[src/rtl/fp_cvt_pkg.sv]
// Shared definitions for the FP format converters: field widths, biases,
// canonical NaNs and the sequencer state encoding.
package fp_cvt_pkg;

  localparam int SP_EXP_W  = 8;
  localparam int SP_FRAC_W = 23;
  localparam int DP_EXP_W  = 11;
  localparam int DP_FRAC_W = 52;

  localparam int EXP_BIAS_SP = 127;
  localparam int EXP_BIAS_DP = 1023;

  localparam logic [DP_EXP_W-1:0] BIAS_DELTA   = 11'd896;
  // Exponent a single subnormal starts from before its first normalising shift.
  localparam logic [DP_EXP_W-1:0] SUB_EXP_INIT = 11'd897;

  localparam logic [63:0] CANON_NAN_DP = 64'h7FF8_0000_0000_0000;
  localparam logic [31:0] CANON_NAN_SP = 32'h7FC0_0000;

  typedef enum logic [1:0] {
    ST_IDLE = 2'd0,
    ST_NORM = 2'd1,
    ST_DONE = 2'd2
  } cvt_state_t;

endpackage

[src/rtl/fp_sp_classify.sv]
// Combinational classifier for a single-precision operand; shared by the
// other single-input FP operations.
module fp_sp_classify
  import fp_cvt_pkg::*;
(
  input  logic [31:0] s,
  output logic        is_zero,
  output logic        is_sub,
  output logic        is_inf,
  output logic        is_nan,
  output logic        is_snan
);

  logic [SP_EXP_W-1:0]  exp_s;
  logic [SP_FRAC_W-1:0] frac_s;
  logic                 exp_zero;
  logic                 exp_ones;
  logic                 frac_zero;

  assign exp_s     = s[30:23];
  assign frac_s    = s[22:0];
  assign exp_zero  = (exp_s == '0);
  assign exp_ones  = (exp_s == '1);
  assign frac_zero = (frac_s == '0);

  assign is_zero = exp_zero & frac_zero;
  assign is_sub  = exp_zero & ~frac_zero;
  assign is_inf  = exp_ones & frac_zero;
  assign is_nan  = exp_ones & ~frac_zero;
  // A NaN is signalling when its quiet bit (frac MSB) is clear.
  assign is_snan = is_nan & ~frac_s[22];

endmodule

[src/rtl/fp_cvt_sd_seq.sv]
// Single-to-double conversion with valid/ready handshakes; single subnormals
// are normalised one bit per cycle before the result is presented.
module fp_cvt_sd_seq
  import fp_cvt_pkg::*;
#(
  parameter logic [63:0] CANON_NAN     = 64'h7FF8_0000_0000_0000,
  parameter bit          NAN_KEEP_SIGN = 1'b0
) (
  input  logic        clk,
  input  logic        rst_n,
  input  logic        in_valid,
  output logic        in_ready,
  input  logic [31:0] s,
  output logic        out_valid,
  input  logic        out_ready,
  output logic [63:0] d,
  output logic        nv
);

  cvt_state_t    state_reg, state_next;
  // Only the 23 fraction bits are kept: the bit that would shift into m[23]
  // is tested as m[22] before the shift, so a 24th bit is never needed.
  logic [22:0]   m_reg, m_next;
  logic [10:0]   e_reg, e_next;
  logic          sign_reg, sign_next;
  logic [63:0]   d_reg, d_next;
  logic          nv_reg, nv_next;

  logic          is_zero, is_sub, is_inf, is_nan, is_snan;
  logic [63:0]   d_direct;
  logic [10:0]   exp_norm;

  fp_sp_classify u_classify (
    .s       (s),
    .is_zero (is_zero),
    .is_sub  (is_sub),
    .is_inf  (is_inf),
    .is_nan  (is_nan),
    .is_snan (is_snan)
  );

  assign exp_norm = {3'b000, s[30:23]} + BIAS_DELTA;

  // Everything except subnormals maps to the double in a single step.
  always_comb begin
    d_direct = {s[31], exp_norm, s[22:0], 29'b0};
    if (is_zero) begin
      d_direct = {s[31], 63'b0};
    end else if (is_inf) begin
      d_direct = {s[31], 11'h7FF, 52'b0};
    end else if (is_nan) begin
      d_direct = NAN_KEEP_SIGN ? {s[31], CANON_NAN[62:0]} : CANON_NAN;
    end
  end

  always_comb begin
    state_next = state_reg;
    m_next     = m_reg;
    e_next     = e_reg;
    sign_next  = sign_reg;
    d_next     = d_reg;
    nv_next    = nv_reg;
    in_ready   = 1'b0;
    out_valid  = 1'b0;

    case (state_reg)
      ST_IDLE: begin
        in_ready = 1'b1;
      end
      ST_NORM: begin
        m_next = m_reg << 1;
        e_next = e_reg - 11'd1;
        if (m_reg[22]) begin
          state_next = ST_DONE;
          d_next     = {sign_reg, e_reg - 11'd1, m_reg[21:0], 30'b0};
        end
      end
      ST_DONE: begin
        out_valid = 1'b1;
        in_ready  = out_ready;
        if (out_ready) begin
          state_next = ST_IDLE;
        end
      end
      default: begin
        state_next = ST_IDLE;
      end
    endcase

    // Accept covers both IDLE and the back-to-back slot at the end of DONE.
    if (in_ready && in_valid) begin
      nv_next   = is_snan;
      sign_next = s[31];
      if (is_sub) begin
        m_next     = s[22:0];
        e_next     = SUB_EXP_INIT;
        state_next = ST_NORM;
      end else begin
        d_next     = d_direct;
        state_next = ST_DONE;
      end
    end
  end

  always_ff @(posedge clk or negedge rst_n) begin
    if (!rst_n) begin
      state_reg <= ST_IDLE;
      m_reg     <= '0;
      e_reg     <= '0;
      sign_reg  <= 1'b0;
      d_reg     <= '0;
      nv_reg    <= 1'b0;
    end else begin
      state_reg <= state_next;
      m_reg     <= m_next;
      e_reg     <= e_next;
      sign_reg  <= sign_next;
      d_reg     <= d_next;
      nv_reg    <= nv_next;
    end
  end

  assign d  = d_reg;
  assign nv = nv_reg;

endmodule

[config.mk]
export PLATFORM = sky130hd
export DESIGN_NAME = fp_cvt_sd_seq
export DESIGN_NICKNAME = d
export VERILOG_FILES = /design/src/rtl/fp_cvt_pkg.sv /design/src/rtl/fp_sp_classify.sv /design/src/rtl/fp_cvt_sd_seq.sv
export SDC_FILE = /design/constraint.sdc
export NUM_CORES = 1
export LEC_CHECK = 0
export BUFFER_PORTS_ARGS = -buffer_cell sky130_fd_sc_hd__clkbuf_2
export CAP_MARGIN = 15
export CORE_ASPECT_RATIO = 0.7
export CORE_MARGIN = 2
export CORE_UTILIZATION = 38
export CTS_CLUSTER_DIAMETER = 60
export DETAILED_ROUTE_END_ITERATION = 7
export GPL_ROUTABILITY_DRIVEN = 0
export PLACE_DENSITY = 0.67
export SYNTH_ARGS = -nofsm -noshare
export SYNTH_HDL_FRONTEND = slang
export SYNTH_SLANG_ARGS = --single-unit
[constraint.sdc]
create_clock -name clk -period 1.8 [get_ports clk]
set_input_delay 0.45 -clock clk [delete_from_list [all_inputs] [get_ports clk]]
set_output_delay 0.45 -clock clk [all_outputs]
set_load 0.005 [all_outputs]
==> impl_metrics.ini <==
[synthesis]
ys_async_sr_fraction = 1.00
synthFlopType = dfrtp_1
synth-seq-cells = 102
yosysWarnings = 0
syn_inst = 431
synth_edf_count = 0
synth_area_um2 = 4550
seq_area_frac_synth = 0.561
synth_top_area_share = 0.561
synthesis.nets = 468
yosysMostFrequentCell = dfrtp_1
synthTopCellsByArea = dfrtp_1 56%, mux2i_1 11%, and2_1 4.4%
synth_common_cells = 102 x dfrtp_1, 49 x nand2_1, 48 x mux2i_1, 36 x nor2_1, 32 x and2_1
syn_avg_cell_area_um2 = 10.6
netlist-cell-type-count = 40
synth_area_leader_cell = dfrtp_1

[layout]
utilization = 0.559
nFillCells = 1006
multi_input_area_um2 = 2120
drive_gt1_frac = 0.415
seq_area_um2 = 2550
area_growth_pct = 43.5
n_antenna_cell = 0
largest_reg_flops = 64
fin_nets = 632

[route]
drtPass1Iterations = 5
drt_iter0_markers = 256
vias = 3876
wl_per_cell_um = 16.9
drt-total-wl_um = 12800
viasPerCell = 5.12
detail-route-antenna-nets = 0
route.detailed.drc = 0

[cts]
cts.sinks = 102
cts_tree = done
cts_buffer_depth = 2
cts_hold_buf = 0
clockRootBuffer = clkbuf_16
clk_pin_slew_ps = 70
cts_htree_levels = 3
clock_latency_ps = 350
numCtsBuffers = 9

[power_and_ir_drop]
power.internal_mw = 4.27
p_sw_frac = 0.238
ir_drop_mv = 0.498
p_leak_nw = 3.09
p_sw_mw = 1.33
power_frac_clock = 0.425
power_mw = 5.60
power_density_nw_per_um2 = 857
seq_power_share = 0.455
comb_power_share = 0.119

[timing]
fmax_ghz = 0.556
clock_skew_ps = 4.56
hold_violations = 0
rsz0062_at_grt = true
max_slew_margin = 0.608
slew_viol_final = 0
worst_pin_slew_ps = 588
fin_crit_sh = 0.998
setup_viol = 0
period_minus_slack_ps = 1800

[critical_path]
path_common_cell = buf_6
path_class = in2reg
crit_chain = buf_8 > nor4_4 > nand4_1 > buf_6 > buf_6 > o2111ai_4 > buf_12 > clkbuf_16 > nor2_2 > a21oi_1
critPathMaxStageDelay_ps = 360
r2r-end = m_reg[13]$_DFF_PN0_
arrival_ps = 2070
start_kind = input pin
crit_family = buffers and inverters
rrSetupSlack_ps = 80
cp.required_ps = 2070
cp_slowest_cell = nor4_4
rr_worst_depth = 8
crit_buf_inv = 5
cp_max_fo = 7
endpoint_kind = register
worstReg2RegStart = state_reg[1]$_DFFE_PN0P_

[die]
dieHeight_um = 95.6
start_util = 0.389
fp-row-count = 33
coreArea_um2 = 11700
die_w_um = 135
die_area_um2 = 12900
num_io_pins = 103

[run]
maxCapViolations = 0

[status]
status = completed

[global_routing]
grt_use_total = 0.193
antenna_found_initial = 0
grt_max_degree = 46
grt_pass1_vias = 3731
grt_pass1_wl_um = 19200
grt_overflow = 0

[place]
hpwl_um = 8680
io_buffer_count = 102

[hold_path]
hold_class = in2async
cells in the final DEF (no fill, tap or decap), drive strengths merged:
| cell | synthesis | layout |
|---|---|---|
| nand3b | 1 | 1 |
| and2 | 32 | 32 |
| bufinv | 0 | 4 |
| a211oi | 2 | 2 |
| buf | 14 | 76 |
| nor2b | 2 | 2 |
| inv | 6 | 7 |
| ha | 1 | 1 |
| nand4 | 3 | 3 |
| o2111ai | 1 | 1 |
| a22o | 5 | 5 |
| o21bai | 1 | 1 |
| nand2b | 2 | 2 |
| nor2 | 36 | 36 |
| nor3b | 1 | 1 |
| o22ai | 1 | 1 |
| o21ai | 36 | 36 |
| xnor2 | 8 | 8 |
| nand4b | 1 | 1 |
| and3 | 1 | 1 |
| nand2 | 50 | 50 |
| clkinvlp | 0 | 1 |
| or2 | 1 | 1 |
| clkinv | 0 | 1 |
| or3 | 1 | 1 |
| clkbuf | 11 | 110 |
| nand3 | 8 | 8 |
| o41ai | 1 | 1 |
| mux2i | 48 | 48 |
| dfrtp | 102 | 102 |
| a21o | 1 | 1 |
| a22oi | 1 | 1 |
| a21oi | 31 | 32 |
| xor2 | 8 | 8 |
| nor4 | 9 | 9 |
| nor3 | 4 | 4 |
| a32o | 1 | 1 |
worst max-delay path by stage:
stage / slack, ps / cells past startpoint / end / startpoint
finish: 3 / 10 / m_reg[22]$_DFF_PN0_ / s[22]
global route: -70 / 11 / m_reg[22]$_DFF_PN0_ / s[18]
CTS: 20 / 10 / m_reg[9]$_DFF_PN0_ / s[10]
detailed placement: -800 / 7 / d[27]$_DFF_PN0_ / s[1]
global placement: -760 / 7 / d[29]$_DFF_PN0_ / s[1]
floorplan: 90 / 7 / d[63]$_DFF_PN0_ / s[16]
through the flow:
step	hold slack [ps]	setup TNS (ps)	worst slack [ps]	instance area, um^2	std cells
6_report	104	0	2.96	6530	757
5_1_grt	145	-972	-70.8	6530	757
4_1_cts	126	0	19.8	6150	749
3_5_place_dp	471	-69770	-795	5740	732
3_3_place_gp	461	-69260	-764	5740	732
2_1_floorplan	154	0	85.7	4560	431
what timing repair did:
action                     in CTS  in global routing
buffers inserted                1                  3
pin swaps                       1                  6
hold endpoints to repair        0                  0
gates resized for setup         5                 67
setup endpoints to repair     101                 95
gates cloned                    0                  5
layout make-up:
| cell class | instances | area share |
|---|---|---|
| multi-input cells | 299 | 0.324 |
| well taps | 157 | 0.0301 |
| clock buffers | 9 | 0.0345 |
| repair buffers | 177 | 0.194 |
| inverters | 6 | 0.00345 |
| flip-flops and latches | 102 | 0.391 |
| clock inverters | 7 | 0.0222 |
power groups by stage:
stage | Clock [mW] | Combinational (mW) | Sequential (mW)
finish | 2.38 | 0.667 | 2.55
global route | 2.53 | 0.740 | 2.56
CTS | 2.42 | 0.630 | 2.54
detailed placement | 0 | 0.622 | 2.59
global placement | 0 | 0.604 | 2.58
floorplan | 0 | 0.232 | 2.57
metal layers:
metal / GRT usage / wire, um
met2: 0.285 / 5620
met1: 0.285 / 6170
met4: 0.0412 / 93
met3: 0.0505 / 883
met5: 0 / 0
cells by family after synthesis:
kind of cell / after synthesis / share of synthesized area
AOI/OAI and AO/OA: 81 / 0.100
xor gates and xnor gates: 16 / 0.0308
adders and majority gates: 1 / 0.00275
buffers and inverters: 31 / 0.0333
DFF: 102 / 0.561
muxes: 48 / 0.106
and+or+nand+nor: 152 / 0.167
(Power assumes the default switching activity.)
